$ cat src/rtl/swerv_trace_sink_pkg.sv
// Types shared by the retirement trace sink: the core's per-cycle trace packet,
// the serialized per-instruction record, and lane selection helpers.
package swerv_trace_sink_pkg;

  localparam int NUM_LANES = 3;
  localparam int XLEN      = 32;

  typedef logic [1:0] lane_idx_t;

  // Field order matches the core trace bundle (238 bits total).
  typedef struct packed {
    logic [NUM_LANES-1:0]      trace_rv_i_valid_ip;
    logic [NUM_LANES*XLEN-1:0] trace_rv_i_insn_ip;
    logic [NUM_LANES*XLEN-1:0] trace_rv_i_address_ip;
    logic [NUM_LANES-1:0]      trace_rv_i_exception_ip;
    logic [4:0]                trace_rv_i_ecause_ip;
    logic [NUM_LANES-1:0]      trace_rv_i_interrupt_ip;
    logic [XLEN-1:0]           trace_rv_i_tval_ip;
  } trace_pkt_t;

  typedef struct packed {
    logic            ovf;
    lane_idx_t       lane;
    logic [XLEN-1:0] insn;
    logic [XLEN-1:0] addr;
    logic            exception;
    logic            interrupt;
    logic [4:0]      ecause;
    logic [XLEN-1:0] tval;
  } trace_rec_t;

  // Lowest set lane wins, so records leave in ascending lane order.
  function automatic lane_idx_t lowest_lane(input logic [NUM_LANES-1:0] mask);
    lane_idx_t idx;
    idx = '0;
    for (int k = NUM_LANES - 1; k >= 0; k--) begin
      if (mask[k]) idx = lane_idx_t'(k);
    end
    return idx;
  endfunction

  function automatic logic [NUM_LANES-1:0] lane_bit(input lane_idx_t idx);
    return NUM_LANES'(1) << idx;
  endfunction

endpackage

$ cat src/rtl/swerv_trace_sink_if.sv
// Bundle between the core trace outputs, the trace sink and the trace transport.
interface swerv_trace_sink_if #(
  parameter int FIFO_DEPTH = 4,
  parameter int CNT_W      = 16
);
  import swerv_trace_sink_pkg::*;

  localparam int LVL_W = $clog2(FIFO_DEPTH) + 1;

  logic             trace_en;
  trace_pkt_t       trace_pkt;
  logic             rec_valid;
  logic             rec_ready;
  trace_rec_t       rec;
  logic [LVL_W-1:0] fifo_level;
  logic [CNT_W-1:0] drop_cnt;

  modport master (
    output trace_en, trace_pkt, rec_ready,
    input  rec_valid, rec, fifo_level, drop_cnt
  );

  modport slave (
    input  trace_en, trace_pkt, rec_ready,
    output rec_valid, rec, fifo_level, drop_cnt
  );

endinterface

$ cat src/rtl/swerv_trace_sink_fifo.sv
// Generic synchronous FIFO; pointers carry a wrap bit so full/empty need no counter.
module swerv_trace_fifo #(
  parameter int WIDTH = 8,
  parameter int DEPTH = 4
) (
  input  logic                     clk,
  input  logic                     rst,
  input  logic                     push,
  input  logic [WIDTH-1:0]         wr_data,
  input  logic                     pop,
  output logic [WIDTH-1:0]         rd_data,
  output logic                     full,
  output logic                     empty,
  output logic [$clog2(DEPTH):0]   level
);

  localparam int AW = $clog2(DEPTH);

  logic [WIDTH-1:0] mem [DEPTH];
  logic [AW:0]      wr_ptr;
  logic [AW:0]      rd_ptr;
  logic             do_push;
  logic             do_pop;

  assign empty = (wr_ptr == rd_ptr);
  assign full  = (wr_ptr[AW] != rd_ptr[AW]) && (wr_ptr[AW-1:0] == rd_ptr[AW-1:0]);
  assign level = wr_ptr - rd_ptr;

  // A pop frees the head slot this edge, so a push into a full FIFO is legal then.
  assign do_pop  = pop && !empty;
  assign do_push = push && (!full || do_pop);

  assign rd_data = mem[rd_ptr[AW-1:0]];

  always_ff @(posedge clk) begin
    if (rst) begin
      wr_ptr <= '0;
      rd_ptr <= '0;
    end else begin
      if (do_push) wr_ptr <= wr_ptr + (AW + 1)'(1);
      if (do_pop)  rd_ptr <= rd_ptr + (AW + 1)'(1);
    end
  end

  always_ff @(posedge clk) begin
    if (do_push) mem[wr_ptr[AW-1:0]] <= wr_data;
  end

endmodule

$ cat src/rtl/swerv_trace_sink.sv
// Buffers per-cycle retirement packets and serializes them into one record per
// retired lane on a valid/ready stream; overflowing packets are dropped and flagged.
module swerv_trace_sink
  import swerv_trace_sink_pkg::*;
#(
  parameter int FIFO_DEPTH = 4,
  parameter int CNT_W      = 16
) (
  input logic               clk,
  input logic               rst,
  swerv_trace_sink_if.slave bus
);

  localparam int LVL_W = $clog2(FIFO_DEPTH) + 1;

  trace_pkt_t           head;
  logic                 fifo_full;
  logic                 fifo_empty;
  logic [LVL_W-1:0]     level;

  logic [NUM_LANES-1:0] served_mask;
  logic [NUM_LANES-1:0] remaining;
  logic [NUM_LANES-1:0] remaining_after;
  lane_idx_t            lane;
  logic                 handshake;
  logic                 pop;
  logic                 want_push;
  logic                 push;
  logic                 drop;
  logic                 ovf_pending;
  logic [CNT_W-1:0]     drop_cnt;
  logic                 lane_cause;
  trace_rec_t           rec_d;

  swerv_trace_fifo #(
    .WIDTH ($bits(trace_pkt_t)),
    .DEPTH (FIFO_DEPTH)
  ) u_fifo (
    .clk     (clk),
    .rst     (rst),
    .push    (push),
    .wr_data (bus.trace_pkt),
    .pop     (pop),
    .rd_data (head),
    .full    (fifo_full),
    .empty   (fifo_empty),
    .level   (level)
  );

  // Lanes still owed for the head packet are its valid bits minus those already
  // handshaked; the head pops on the handshake that leaves nothing behind.
  always_comb begin
    remaining = '0;
    if (!fifo_empty) remaining = head.trace_rv_i_valid_ip & ~served_mask;
    lane            = lowest_lane(remaining);
    remaining_after = remaining & ~lane_bit(lane);
    handshake       = (|remaining) && bus.rec_ready;
    pop             = handshake && (remaining_after == '0);
    want_push       = bus.trace_en && (|bus.trace_pkt.trace_rv_i_valid_ip);
    push            = want_push && (!fifo_full || pop);
    drop            = want_push && fifo_full && !pop;
  end

  always_comb begin
    rec_d      = '0;
    lane_cause = 1'b0;
    if (|remaining) begin
      lane_cause      = head.trace_rv_i_exception_ip[lane] | head.trace_rv_i_interrupt_ip[lane];
      rec_d.ovf       = ovf_pending;
      rec_d.lane      = lane;
      rec_d.insn      = head.trace_rv_i_insn_ip[XLEN*int'(lane) +: XLEN];
      rec_d.addr      = head.trace_rv_i_address_ip[XLEN*int'(lane) +: XLEN];
      rec_d.exception = head.trace_rv_i_exception_ip[lane];
      rec_d.interrupt = head.trace_rv_i_interrupt_ip[lane];
      if (lane_cause) begin
        rec_d.ecause = head.trace_rv_i_ecause_ip;
        rec_d.tval   = head.trace_rv_i_tval_ip;
      end
    end
  end

  // A drop in the same cycle as the ovf record's handshake must win, so the
  // flag is not lost for the packets that were just discarded.
  always_ff @(posedge clk) begin
    if (rst) begin
      served_mask <= '0;
      drop_cnt    <= '0;
      ovf_pending <= 1'b0;
    end else begin
      if (pop)
        served_mask <= '0;
      else if (handshake)
        served_mask <= served_mask | lane_bit(lane);
      if (drop && (drop_cnt != '1)) drop_cnt <= drop_cnt + CNT_W'(1);
      if (drop)
        ovf_pending <= 1'b1;
      else if (handshake && ovf_pending)
        ovf_pending <= 1'b0;
    end
  end

  assign bus.rec_valid  = |remaining;
  assign bus.rec        = rec_d;
  assign bus.fifo_level = level;
  assign bus.drop_cnt   = drop_cnt;

endmodule

$ cat src/flat_wrapper.sv
// flat-port wrapper written by rule: the top's interface ports become plain ports
module swerv_trace_sink_flat import swerv_trace_sink_pkg::*;
#(
  parameter int FIFO_DEPTH = 4,
  parameter int CNT_W      = 16
)
  (clk, rst, bus_trace_en, bus_trace_pkt, bus_rec_ready, bus_rec_valid, bus_rec, bus_fifo_level, bus_drop_cnt);
  swerv_trace_sink_if #(.FIFO_DEPTH(FIFO_DEPTH), .CNT_W(CNT_W)) bus_i ();
  input logic clk;
  input logic rst;
  input wire logic [$bits(bus_i.trace_en)-1:0] bus_trace_en;
  input wire logic [$bits(bus_i.trace_pkt)-1:0] bus_trace_pkt;
  input wire logic [$bits(bus_i.rec_ready)-1:0] bus_rec_ready;
  output wire logic [$bits(bus_i.rec_valid)-1:0] bus_rec_valid;
  output wire logic [$bits(bus_i.rec)-1:0] bus_rec;
  output wire logic [$bits(bus_i.fifo_level)-1:0] bus_fifo_level;
  output wire logic [$bits(bus_i.drop_cnt)-1:0] bus_drop_cnt;
  assign bus_i.trace_en = bus_trace_en;
  assign bus_i.trace_pkt = bus_trace_pkt;
  assign bus_i.rec_ready = bus_rec_ready;
  assign bus_rec_valid = bus_i.rec_valid;
  assign bus_rec = bus_i.rec;
  assign bus_fifo_level = bus_i.fifo_level;
  assign bus_drop_cnt = bus_i.drop_cnt;
  swerv_trace_sink #(.FIFO_DEPTH(FIFO_DEPTH), .CNT_W(CNT_W)) u_core (.clk(clk), .rst(rst), .bus(bus_i));
endmodule
$ cat config.mk
export PLATFORM = sky130hd
export DESIGN_NAME = swerv_trace_sink_flat
export DESIGN_NICKNAME = d
export VERILOG_FILES = /design/src/rtl/swerv_trace_sink_pkg.sv /design/src/rtl/swerv_trace_sink_if.sv /design/src/rtl/swerv_trace_sink_fifo.sv /design/src/rtl/swerv_trace_sink.sv /design/src/flat_wrapper.sv
export SDC_FILE = /design/constraint.sdc
export NUM_CORES = 1
export LEC_CHECK = 0
export CAP_MARGIN = 20
export CORE_ASPECT_RATIO = 1.25
export CORE_MARGIN = 4
export CORE_UTILIZATION = 61
export DETAILED_ROUTE_END_ITERATION = 7
export GPL_TIMING_DRIVEN = 0
export PLACE_DENSITY = 0.86
export SYNTH_ARGS = -nofsm -noshare
export SYNTH_HDL_FRONTEND = slang
export SYNTH_HIERARCHICAL = 1
export SYNTH_SLANG_ARGS = --single-unit
$ cat constraint.sdc
create_clock -name clk -period 22.2 [get_ports clk]
set_clock_uncertainty 0.05 [all_clocks]
set_input_delay 2.22 -clock clk [delete_from_list [all_inputs] [get_ports clk]]
set_output_delay 2.22 -clock clk [all_outputs]
set_load 0.005 [all_outputs]
Yosys cells after proc, flatten, opt, wreduce, memory -nomap -nowiden
Memories as Yosys holds them, arrays and structs flattened. A register that Yosys moved wholly into a read port is not among the register bits.
Index checks and enable logic that the tools add are counted.

operators by class
  add/subtract/negate cells = 4
  magnitude comparators = 1
  equality and inequality tests = 4
  shifts and indexed selects = 3
  muxes and demuxes = 16
  bitwise logic cells = 6
  reduce and logical (&&, ||, !) cells = 21

operators by type and width
  kind                                                                          number
  96-bit by 8-bit variable part select with 32-bit output                       2
  106-bit 2-to-1 mux                                                            1
  37-bit 2-to-1 mux                                                             1
  16-bit by 1-bit adder with 16-bit output, second input constant               1
  16-bit inequality test, second input constant                                 1
  1-bit logical AND                                                             11
  2-bit 2-to-1 mux                                                              5
  3-bit by 1-bit adder with 3-bit output, second input constant                 2
  3-bit bitwise AND                                                             2
  1-bit 2-to-1 mux                                                              6
  3-bit NOT                                                                     2
  3-bit OR reduction                                                            2
  1-bit binary-select mux with 2-bit select                                     2
  3-bit equality test                                                           1
  1-bit zero test                                                               3
  3-bit zero test                                                               1
  2-bit by 3-bit less-than comparator with 1-bit output, second input constant  1
  3-bit 2-to-1 mux                                                              1
  3-bit OR                                                                      1
  1-bit by 2-bit << shifter with 3-bit output, first input constant             1
  3-bit subtractor                                                              1
  2-bit equality test                                                           1
  1-bit logical OR                                                              2
  2-bit nonzero test                                                            1
  3 further kinds                                                               3

storage, ports and cells
  bits in registers = 26
  RAM bits = 952
  input port bits = 242
  memories kept = 1

memory list
  memory             words  bits a word  read ports  clocked after Yosys merged registers in  write ports  line                         source
  u_core.u_fifo.mem  4      238          1           1                                        1            swerv_trace_sink_fifo.sv:19  logic [WIDTH-1:0] mem [DEPTH];

Logic depth before layout (Yosys ltp)
  depth after elaboration = 16
  depth in mapped cells = 13
  gate-level depth less buffers = 10

Modules after synthesis
The synthesis kept the hierarchy.

by module, submodules not included
  module            times used  cells an instance  area each (µm²)  seq. area each (µm²)
  swerv_trace_fifo  1           1298               34748.3          28747.6
  swerv_trace_sink  1           419                2924.1           400.4

Least setup slack after synthesis
No wires, ideal clock.

  kind = input to register
  from = input bus_rec_ready
  to = register u_core.u_fifo.wr_ptr[2]
  library setup time = 0.086 ns
  arrival = 9.458 ns
  data required time = 22.064 ns
  slack = 12.606 ns
  cell stages on the path = 5
  cell sequence = nor2b_1 o21ai_2 nor3_2 o311a_1 mux2_4

on the way
  longest elaborated chain between the ends = 5

ends and longest elaborated chain
  element                                                       line                                                 source
  start: declaration                                            flat_wrapper.sv:13                                   input wire logic [$bits(bus_i.rec_ready)-1:0] bus_rec_ready;
  1-bit logical AND (*)                                         swerv_trace_sink.sv:57                               handshake = (|remaining) && bus.rec_ready;
  1-bit logical AND (*)                                         swerv_trace_sink.sv:58                               pop = handshake && (remaining_after == '0);
  via u_core.pop                                                swerv_trace_sink.sv:26                               logic pop;
  1-bit logical OR / 1-bit logical AND (equally long branches)  swerv_trace_sink.sv:60, swerv_trace_sink_fifo.sv:30
  1-bit logical AND / 1-bit logical OR (equally long branches)  swerv_trace_sink.sv:60, swerv_trace_sink_fifo.sv:31
  1-bit logical AND (*)                                         swerv_trace_sink_fifo.sv:31                          assign do_push = push && (!full || do_pop);
  end signal: assignment                                        swerv_trace_sink_fifo.sv:40                          if (do_push) wr_ptr <= wr_ptr + (AW + 1)'(1);
  end: declaration                                              swerv_trace_sink_fifo.sv:20                          logic [AW:0] wr_ptr;

Mark *: on every way through the listed nets, which the timed path passes. The rest lies on a longest branch.
A chain may end at the register's enable or synchronous reset.

==> flow_summary.json <==
{
  "drtPass1Iterations": 6,
  "worstSetupStartpointType": "flop",
  "die_w_microns": 230,
  "ys_ff_latch": 980,
  "overflow": 0,
  "final_nets": 2441,
  "drive_gt1_share_pct": 20.1,
  "ios": 368,
  "syn_area_sq_um": 37700,
  "postCtsHoldBufs": 0,
  "worst_setup_path_end_kind": "output pin",
  "die_area_sq_um": 65800,
  "syn-instance-count": 1717,
  "dpl.hpwl_mm": 55.2,
  "synth_compound_area_share_pct": 1.86,
  "worstPathRequired_ps": 19930,
  "worstSkewPairLatency_ps": 630,
  "place.gp.congestion": 0.873,
  "antenna_found_initial": 30,
  "vdd_drop_max_mv": 0.0828,
  "synthMuxAreaShare_pct": 16.1,
  "cts_buffers": 88,
  "worst_slew_pin_slew_ps": 1140,
  "ys_warn_count": 6,
  "setup_tns_ps": 0,
  "fp.dieH_microns": 286,
  "setup_viol": 0,
  "place_ws_ps": 15420,
  "clock_sinks": 980,
  "grt_max_degree": 60,
  "cellLeakagePower_nw": 14.3,
  "vias": 19300,
  "synth_ff_type": "edfxtp_1",
  "yosysSeqAreaShare_pct": 77.4,
  "place.port_buffers": 367,
  "wl_mm": 86.8,
  "async_flop_share_pct": 0,
  "syn_to_final_growth_pct": 21.8,
  "synth_simple_gate_area_share_pct": 2.88,
  "vias_per_cell": 6.18,
  "drt_iter0_markers": 1876,
  "cp_max_fo": 10,
  "fmax_mhz": 134,
  "clk_pin_slew_ps": 60,
  "period_needed_ps": 7440,
  "initial_core_util_pct": 61.8,
  "grt_first_pass_wirelength_mm": 130,
  "core_area_sq_um": 60900,
  "status": "finished clean",
  "rsz0062_at_grt": "no",
  "avgSynthCellArea_sq_um": 21.9,
  "synth_top_family_by_area": "multiplexers",
  "synth-xor-area-share_pct": 0.0697,
  "ctsResizeCount": 0,
  "synth_cell_types": 55,
  "rows": 101,
  "cts_tree": "yes",
  "slew_headroom_pct": 24.1,
  "ant_nets": 0,
  "critPathKind": "reg -> out",
  "arrival_ps": 5170,
  "wire_per_inst_microns": 27.8,
  "h-tree-depth": 3,
  "final.period_utilization_pct": 33.5,
  "drv_slew": 0,
  "synthAdderAreaFrac_pct": 0.319,
  "cts-root-buf": "clkbuf_16",
  "power_density_nw_per_um2": 90.7,
  "cap_violations": 0,
  "final_hold_viol_count": 0,
  "hold_path.class": "reg -> reg",
  "clockBufferDepth": 3,
  "post_cts_buffers": 0,
  "grt_pass1_vias": 20400,
  "drcViolationCount": 0,
  "synth_edf_count": 952,
  "syn_nets": 1968,
  "worst_slack_ps": 14760,
  "track_usage_pct": 26.5
}
-- layout by cell type (no fill, tap or decap), types with 8 or more instances in the layout --
master	netlist	final
nor3_1	9	9
edfxtp_1	952	952
o21ai_1	19	19
and2_1	42	39
clkinv_1	0	15
mux2i_1	65	65
inv_1	10	11
o31ai_1	10	10
buf_4	18	18
or4_1	9	9
diode_2	0	30
nor2_1	15	15
clkbuf_16	0	89
buf_1	21	21
buf_2	35	35
clkdlybuf4s50_1	0	367
bufinv_16	0	12
nand3_1	71	71
buf_16	0	15
ha_1	8	8
clkbuf_1	16	38
clkinv_2	0	10
nand2_1	13	13
a21oi_1	23	23
mux4_2	238	238
dfxtp_1	28	28
o21ai_0	52	52
-- synth_stat cells, drive strengths merged (2+ instances only) --
| cell | count | area (sq um) |
|---|---|---|
| nand4 | 7 | 50.1 |
| nor3 | 12 | 81.3 |
| mux2i | 65 | 651 |
| mux2 | 6 | 71.3 |
| xnor2 | 2 | 17.5 |
| edfxtp | 952 | 28600 |
| inv | 10 | 37.5 |
| nor4 | 2 | 12.5 |
| or3 | 4 | 25.0 |
| o31ai | 11 | 87.6 |
| dfxtp | 28 | 561 |
| clkbuf | 16 | 60.1 |
| a21oi | 24 | 124 |
| nor2b | 6 | 37.5 |
| nand2 | 14 | 55.1 |
| o221ai | 2 | 17.5 |
| nor2 | 15 | 56.3 |
| o21a | 2 | 15.0 |
| o21ai | 72 | 364 |
| buf | 76 | 412 |
| or4 | 10 | 78.8 |
| nand2b | 3 | 26.3 |
| nand3 | 71 | 355 |
| mux4 | 238 | 5360 |
| and2 | 42 | 263 |
| o31a | 3 | 26.3 |
| and2b | 2 | 20.0 |
| ha | 8 | 100 |
| and3 | 3 | 18.8 |
-- layer usage --
| layer | routed length, microns | global-route usage [%] | share of wire (%) | up-vias |
|---|---|---|---|---|
| met5 | 75 | 0 | 0.086 | - |
| met4 | 2490 | 10.0 | 2.9 | 10 |
| met3 | 6300 | 5.63 | 7.3 | 156 |
| met2 | 45900 | 45.2 | 53 | 872 |
| met1 | 32000 | 34.2 | 37 | 10000 |
| li1 | - | - | - | 8213 |
-- state kept, by name (all words and copies together), names as in the netlist, named ones only --
signal,cells
u_core/bus.drop_cnt,16
u_core/ovf_pending,1
u_core/u_fifo/rd_ptr,3
u_core/served_mask,3
u_core/u_fifo/wr_ptr,3
u_core/u_fifo/mem,952
-- worst max-delay path: stages, from the launching register on --
cell and delay [ps]:
dfxtp_1 430, buf_2 350, buf_1 610, mux4_2 440, nor2b_1 150, buf_4 170, nor2_1 160, or2_1 220
buf_2 410, buf_1 510, nand3_1 250, o21ai_0 220, clkdlybuf4s50_1 600
-- through the flow --
stage / instances / cell area (sq um) / utilization (%) / hold WS [ps] / total power, W
after floorplan: 1717 / 37700 / - / 407 / 0.00242
final: 3119 / 45900 / 75.3 / 483 / 0.00416
after detailed placement: 2924 / 42800 / 70.3 / 464 / 0.00265
after global placement: 2908 / 42400 / 69.6 / 445 / 0.00266
after CTS: 3089 / 45800 / 75.2 / 476 / 0.00419
after global routing: 3109 / 45900 / 75.3 / 515 / 0.00430
-- path summary, 6_finish.rpt --
path                            cells after the start  slack (ps)                   endpoint                  start
worst max-delay path                               12       14760                bus_rec[67]                   flop
worst min-delay path                                2         480      u_core/served_mask[1]  u_core/served_mask[1]
worst min register to register                      2         480      u_core/served_mask[1]  u_core/served_mask[1]
worst max register to register                     12       16670  u_core/u_fifo/mem[0][133]                   flop
-- layout make-up --
type                    instances  area [sq um]
fillers                      3284         15000
clock buffers                 114          2350
diodes                         30          75.1
clock inverters                51           626
flip-flops and latches        980         29100
inverters                      10          37.5
multi-input cells             635          8030
well taps                     824          1030
plain buffers                  92           472
repair buffers                383          4110
-- cells by family (layout without fill, tap and decap cells) --
logic type | Yosys count | in the layout
buffers and inverters | 102 | 650
and+or+nand+nor | 192 | 192
muxes | 309 | 309
DFF | 980 | 980
xor gates and xnor gates | 3 | 3
adders and majority gates | 9 | 9
AOI/OAI and AO/OA | 122 | 122
other | 0 | 30
-- where the power goes --
part	leakage (nW)	switching, W	total, W	internal [W]
registers	8.94	0.0000222	0.00215	0.00213
logic	3.89	0.000240	0.000461	0.000221
clock network	1.45	0.000653	0.00155	0.000895
total	14.3	0.000915	0.00416	0.00325
No activity file was read; power rests on OpenSTA's default activity.
